File: src/rtl/print_uart_drain.sv
// print_uart_drain: reads the print buffer word by word and sends each byte,
// little-endian, as an 8N1 UART frame, then pulses print_finish_o once.
module print_uart_drain #(
  parameter int REG_NUMBER  = 16,
  parameter int ADDR_W      = $clog2(REG_NUMBER) + 2,
  parameter int CLK_DIV     = 868,
  parameter bit STOP_ON_NUL = 1'b1
) (
  input  logic              clk_sys_i,
  input  logic              rst_sys_n_i,
  input  logic              print_en_i,
  input  logic [31:0]       print_data_i,
  output logic [ADDR_W-1:0] print_addr_o,
  output logic              print_finish_o,
  output logic              uart_tx_o,
  output logic              busy_o
);

  localparam int                CNT_W     = $clog2(CLK_DIV);
  localparam logic [CNT_W-1:0]  CNT_LAST  = CNT_W'(CLK_DIV - 1);
  localparam logic [ADDR_W-1:0] ADDR_LAST = ADDR_W'(REG_NUMBER - 1);

  typedef enum logic [3:0] {
    ST_IDLE   = 4'd0,
    ST_ADDR   = 4'd1,
    ST_LOAD   = 4'd2,
    ST_BYTE   = 4'd3,
    ST_START  = 4'd4,
    ST_DATA   = 4'd5,
    ST_STOP   = 4'd6,
    ST_DONE   = 4'd7,
    ST_WAITLO = 4'd8
  } state_t;

  state_t            state_r, state_s;
  logic              en_d_r;
  logic [ADDR_W-1:0] addr_r, addr_s;
  logic [31:0]       word_r, word_s;
  logic [1:0]        idx_r, idx_s;
  logic [CNT_W-1:0]  cnt_r, cnt_s;
  logic [2:0]        bit_r, bit_s;
  logic              abort_r, abort_s;
  logic              tx_r, tx_s;
  logic              finish_r;
  logic              busy_r;
  logic [7:0]        byte_s;
  logic              bit_end_s;

  assign byte_s    = word_r[{idx_r, 3'b000} +: 8];
  assign bit_end_s = (cnt_r == CNT_LAST);

  // Next-state, datapath and next line-level logic
  always_comb begin
    state_s = state_r;
    addr_s  = addr_r;
    word_s  = word_r;
    idx_s   = idx_r;
    cnt_s   = cnt_r;
    bit_s   = bit_r;
    abort_s = abort_r;
    case (state_r)
      ST_IDLE: begin
        if (print_en_i && !en_d_r) begin
          state_s = ST_ADDR;
          addr_s  = '0;
          idx_s   = 2'd0;
          cnt_s   = '0;
          bit_s   = 3'd0;
          abort_s = 1'b0;
        end else begin
          state_s = ST_IDLE;
        end
      end
      ST_ADDR: begin
        if (!print_en_i) begin
          state_s = ST_IDLE;
          addr_s  = '0;
        end else begin
          state_s = ST_LOAD;
        end
      end
      ST_LOAD: begin
        if (!print_en_i) begin
          state_s = ST_IDLE;
          addr_s  = '0;
        end else begin
          word_s  = print_data_i;
          idx_s   = 2'd0;
          state_s = ST_BYTE;
        end
      end
      ST_BYTE: begin
        if (!print_en_i) begin
          state_s = ST_IDLE;
          addr_s  = '0;
        end else if (STOP_ON_NUL && (byte_s == 8'h00)) begin
          state_s = ST_DONE;
        end else begin
          state_s = ST_START;
          cnt_s   = '0;
        end
      end
      ST_START: begin
        abort_s = abort_r | ~print_en_i;
        if (bit_end_s) begin
          cnt_s   = '0;
          bit_s   = 3'd0;
          state_s = ST_DATA;
        end else begin
          cnt_s = cnt_r + CNT_W'(1);
        end
      end
      ST_DATA: begin
        abort_s = abort_r | ~print_en_i;
        if (!bit_end_s) begin
          cnt_s = cnt_r + CNT_W'(1);
        end else if (bit_r == 3'd7) begin
          cnt_s   = '0;
          state_s = ST_STOP;
        end else begin
          cnt_s = '0;
          bit_s = bit_r + 3'd1;
        end
      end
      ST_STOP: begin
        // A request dropped mid-frame is only honoured once the stop bit is out.
        abort_s = abort_r | ~print_en_i;
        if (!bit_end_s) begin
          cnt_s = cnt_r + CNT_W'(1);
        end else if (abort_r || !print_en_i) begin
          cnt_s   = '0;
          addr_s  = '0;
          state_s = ST_IDLE;
        end else if (idx_r != 2'd3) begin
          cnt_s   = '0;
          idx_s   = idx_r + 2'd1;
          state_s = ST_BYTE;
        end else if (addr_r < ADDR_LAST) begin
          cnt_s   = '0;
          addr_s  = addr_r + ADDR_W'(1);
          state_s = ST_ADDR;
        end else begin
          cnt_s   = '0;
          state_s = ST_DONE;
        end
      end
      ST_DONE: begin
        state_s = ST_WAITLO;
      end
      ST_WAITLO: begin
        if (!print_en_i) begin
          state_s = ST_IDLE;
        end else begin
          state_s = ST_WAITLO;
        end
      end
      default: begin
        state_s = ST_IDLE;
        addr_s  = '0;
        cnt_s   = '0;
        bit_s   = 3'd0;
        idx_s   = 2'd0;
        abort_s = 1'b0;
      end
    endcase

    // Line level is derived from the state being entered so it lines up with it.
    case (state_s)
      ST_START: tx_s = 1'b0;
      ST_DATA:  tx_s = byte_s[bit_s];
      default:  tx_s = 1'b1;
    endcase
  end

  // State and output registers
  always_ff @(posedge clk_sys_i or negedge rst_sys_n_i) begin
    if (!rst_sys_n_i) begin
      state_r  <= ST_IDLE;
      en_d_r   <= 1'b1;  // a level already high at reset release is not an edge
      addr_r   <= '0;
      word_r   <= 32'h0000_0000;
      idx_r    <= 2'd0;
      cnt_r    <= '0;
      bit_r    <= 3'd0;
      abort_r  <= 1'b0;
      tx_r     <= 1'b1;
      finish_r <= 1'b0;
      busy_r   <= 1'b0;
    end else begin
      state_r  <= state_s;
      en_d_r   <= print_en_i;
      addr_r   <= addr_s;
      word_r   <= word_s;
      idx_r    <= idx_s;
      cnt_r    <= cnt_s;
      bit_r    <= bit_s;
      abort_r  <= abort_s;
      tx_r     <= tx_s;
      finish_r <= (state_s == ST_DONE);
      busy_r   <= (state_s != ST_IDLE);
    end
  end

  assign print_addr_o   = addr_r;
  assign print_finish_o = finish_r;
  assign uart_tx_o      = tx_r;
  assign busy_o         = busy_r;

endmodule
File: config.mk
export PLATFORM = sky130hd
export DESIGN_NAME = print_uart_drain
export DESIGN_NICKNAME = d
export VERILOG_FILES = /design/src/rtl/print_uart_drain.sv
export SDC_FILE = /design/constraint.sdc
export NUM_CORES = 1
export LEC_CHECK = 0
export ABC_AREA = 1
export BUFFER_PORTS_ARGS = -buffer_cell sky130_fd_sc_hd__buf_2
export CORE_MARGIN = 1.5
export CORE_UTILIZATION = 58
export DETAILED_ROUTE_END_ITERATION = 8
export PLACE_DENSITY = 0.85
export SLEW_MARGIN = 25
export SYNTH_ARGS = -nofsm -noshare
export SYNTH_HDL_FRONTEND = slang
export SYNTH_SLANG_ARGS = --single-unit
File: constraint.sdc
create_clock -name clk_sys_i -period 2.29 [get_ports clk_sys_i]
set_clock_uncertainty 0.2 [all_clocks]
set_input_delay 0.687 -clock clk_sys_i [delete_from_list [all_inputs] [get_ports clk_sys_i]]
set_output_delay 0.687 -clock clk_sys_i [all_outputs]
set_load 0.02 [all_outputs]
==> metrics.md <==
| Metric | Value |
|---|---|
| Max_cap viols | 0 |
| Ports | 44 |
| Latest clock arrival within the worst-skew pair | 0.34 ns |
| Buffers on Ports | 43 |
| Die width | approximately 80 um |
| Pin count of the biggest net entering global routing | 63 |
| Rel. slew slack | 0.706 |
| Main synth FF type | dfrtp_1 |
| Setup crit end kind | register |
| Type of the worst setup path | register to register |
| Post-synth top area share | 0.442 |
| Ys async rst share | 1.00 |
| WL per Instance | approximately 13 um |
| CORE AREA | about 5600 sq um |
| GRT met1 Usage | 0.342 |
| Critical Path AT | between 2 and 2.5 ns |
| R2R setup slack | 0.18 ns |
| Global route hottest layer | met2 |
| Pre-antenna DRT Iters | 5 |
| Hpwl dp | between 5000 and 6000 um |
| Register Area | approximately 1600 sq um |
| # rows | 27 |
| Final WL | around 7400 um |
| Vias in the first global route | 2923 |
| Die height | ~80 um |
| Syn Area/Cell | ~7.6 sq um |
| Met3 Track Usage GR | 0.0571 |
| Top post-synthesis cells by count | nand2_1, dfrtp_1, nand3_1 |
| Hold Vio Cnt, Final | 0 |
| Yosys top cell by area | dfrtp_1 |
| Slew Viols, Final | 0 |
| DR vias/cell | approximately 5.4 |
| Ys Warns | 0 |
| Clk root buf | clkbuf_8 |
| Final GP Congestion | 0.900 |
| DRC | 0 |
| CP max stage cell | dfrtp_1 |
| Syn Inst Count | roughly 450 |
| Outcome | finished clean |
| Top post-synthesis cells by area | dfrtp_1, nand2_1, nand3_1 |
| Filler cells | roughly 470 |
| Design Area, Final | 3880 sq um |
| Inserted Diodes | 0 |
| Initial antenna violation count | 0 |
| Fraction of layout instances using a drive strength above 1 | 0.240 |
| Most frequent cell after synthesis | nand2_1 |
| Worst Max-Slew Pin Slew | 0.441 ns |
| Initial detailed-routing violation count | ~160 |
| Die area | about 6300 sq um |
| Total CTS buffers | 9 |
| Via count | slightly above 3000 |
| Crit path max fanout | 8 |
| Reg2Reg Depth | 9 |
| RSZ-0062 raised after global routing | no |
| Setup TNS | 0 ns |
| Finish-stage setup viols | 0 |
| Leakage power | approximately 2 nW |
| Critical Path RT | approximately 2.3 ns |
| Initial Utilization | 0.610 |
| Final period util | 0.923 |
| Yosys reg bits | 62 |
| Nets | between 500 and 600 |
| CP Cell Sequence | ha_1 -> nand2_2 -> nor2_4 -> nand3_4 -> clkinv_2 -> o2111ai_1 -> nand3_1 -> a31oi_1 -> nand3_1 |
| CP most frequent cell | nand3_1 |
| Post-synth cell types | 39 |
| CTS tree | built |
| Post-synthesis net count | between 400 and 500 |
| Crit path time final | 2.11 ns |
| CTS H-tree depth | 3 |
| Total gr overflow | 0 |
| Nature of the critical path startpoint | register |
| Clock Pin Slew Worst Setup and Hold Paths | approximately 0.07 ns |
| Worst IR Drop VDD | roughly 0.0006 V |
| Buffer depth of the longest clock path | 2 |
| Sequential element share of the synthesized area | 0.457 |
| Final Power | 4.41 mW |
| Sink Count | 62 |
| Dpl ws | about 0.12 ns |
| Number of synthesized flops with an enable pin | 0 |
| GR Layer Usage met2 | 0.441 |
| Global-route wire length before repair | 13200 um |
| Final core utilization | 0.696 |
| Area post-placement | about 3700 sq um |
| Cts hold-fix bufs | 0 |
| Max Clk Rate | between 400 and 500 MHz |
| Min-delay worst type | input port to asynchronous set/reset pin |
| All-layer global routing usage | 0.269 |
| DRT antenna net count | 0 |
| Final worst slack | roughly 0.18 ns |
| Multi-input logic area | 1610 sq um |
| PwrDens | approximately 1100 nW/um^2 |
| Area Overhead vs Synth | 14.1% |
| Worst path max stage delay | about 0.43 ns |
| Synth Cell Area | between 3000 and 4000 sq um |
-- worst max-delay path: cells and delay by family (launching register included) --
family	cells	cell delay, ns
compound gates	2	0.44
fa+ha+maj	1	0.24
buf+inv	1	0.14
flops	1	0.43
simple gates	5	0.51
-- cells in the final DEF, fill, tap and decap left out, types with 3 or more instances in the layout --
| master | Yosys | routed |
|---|---|---|
| a31oi_1 | 3 | 3 |
| clkinv_2 | 2 | 7 |
| a21oi_1 | 13 | 13 |
| nor2_1 | 25 | 24 |
| dfrtp_1 | 60 | 58 |
| o21ai_1 | 5 | 5 |
| nand3_1 | 38 | 37 |
| nand3b_1 | 3 | 3 |
| buf_4 | 1 | 3 |
| o21ai_2 | 3 | 3 |
| o21ai_0 | 14 | 14 |
| nor2_2 | 8 | 9 |
| inv_2 | 14 | 14 |
| xor2_1 | 3 | 3 |
| nand2_1 | 173 | 173 |
| buf_2 | 9 | 43 |
| nor2_4 | 3 | 3 |
| nand2_2 | 8 | 8 |
| clkbuf_8 | 0 | 9 |
| nand3_2 | 2 | 3 |
| inv_1 | 30 | 30 |
| nand2_4 | 3 | 3 |
| ha_1 | 4 | 4 |
-- path summary, 6_finish.rpt --
kind | from | endpoint
min | rst_sys_n_i | cnt_r[5]$_DFFE_PN0P_
max in group asynchronous | rst_sys_n_i | uart_tx_o$_DFF_PN1_
max reg2reg | cnt_r[0]$_DFFE_PN0P_ | busy_o$_DFF_PN0_
max | cnt_r[0]$_DFFE_PN0P_ | busy_o$_DFF_PN0_
min in group clk_sys_i | word_r[29]$_DFFE_PN0P_ | word_r[29]$_DFFE_PN0P_
min reg2reg | word_r[29]$_DFFE_PN0P_ | word_r[29]$_DFFE_PN0P_
-- metrics by stage --
step	hold WS (ns)	std cells
after global placement	0.255	554
after CTS	0.148	570
after global routing	0.155	571
after detailed placement	0.258	554
final	0.137	571
after floorplan	0.191	446
-- where the power goes --
group,switching [mW],leakage [nW],internal [mW]
clock,0.436,0.0885,0.384
sequential,0.255,0.798,1.45
combinational,1.24,1.16,0.634
-- cells by family (layout without fill, tap and decap cells) --
logic type                 Yosys count  count (layout)  share of synthesized area
and+or+nand+nor                    271             271                      0.360
xor gates and xnor gates             4               4                     0.0103
adders and majority gates            4               4                     0.0147
buffers and inverters               57             110                     0.0703
DFF                                 62              62                      0.457
AOI/OAI and AO/OA                   48              48                     0.0876
-- flip-flops by register name (all words and copies together), names as in the netlist --
name            count
word_r             32
cnt_r              10
print_addr_o        6
state_r             4
bit_r               3
idx_r               2
abort_r             1
busy_o              1
en_d_r              1
print_finish_o      1
uart_tx_o           1
-- area by class of cell --
class,instances,share of cell area
flip-flops and latches,62,0.401
repair buffers,48,0.0716
well taps,72,0.0232
clock inverters,7,0.0106
multi-input cells,327,0.416
inverters,46,0.0452
clock buffers,9,0.0319
-- routing by layer --
metal,wire length [um],share of wire
met1,3220,0.43
met4,216,0.029
met2,3630,0.49
met3,372,0.050
met5,0,0
-- what timing repair did --
action | in CTS | in global routing
setup endpoints to repair | 0 | 6
buffers inserted | 0 | 1
hold endpoints to repair | 0 | 0
resized for setup | 0 | 3
(Power assumes the default switching activity.)
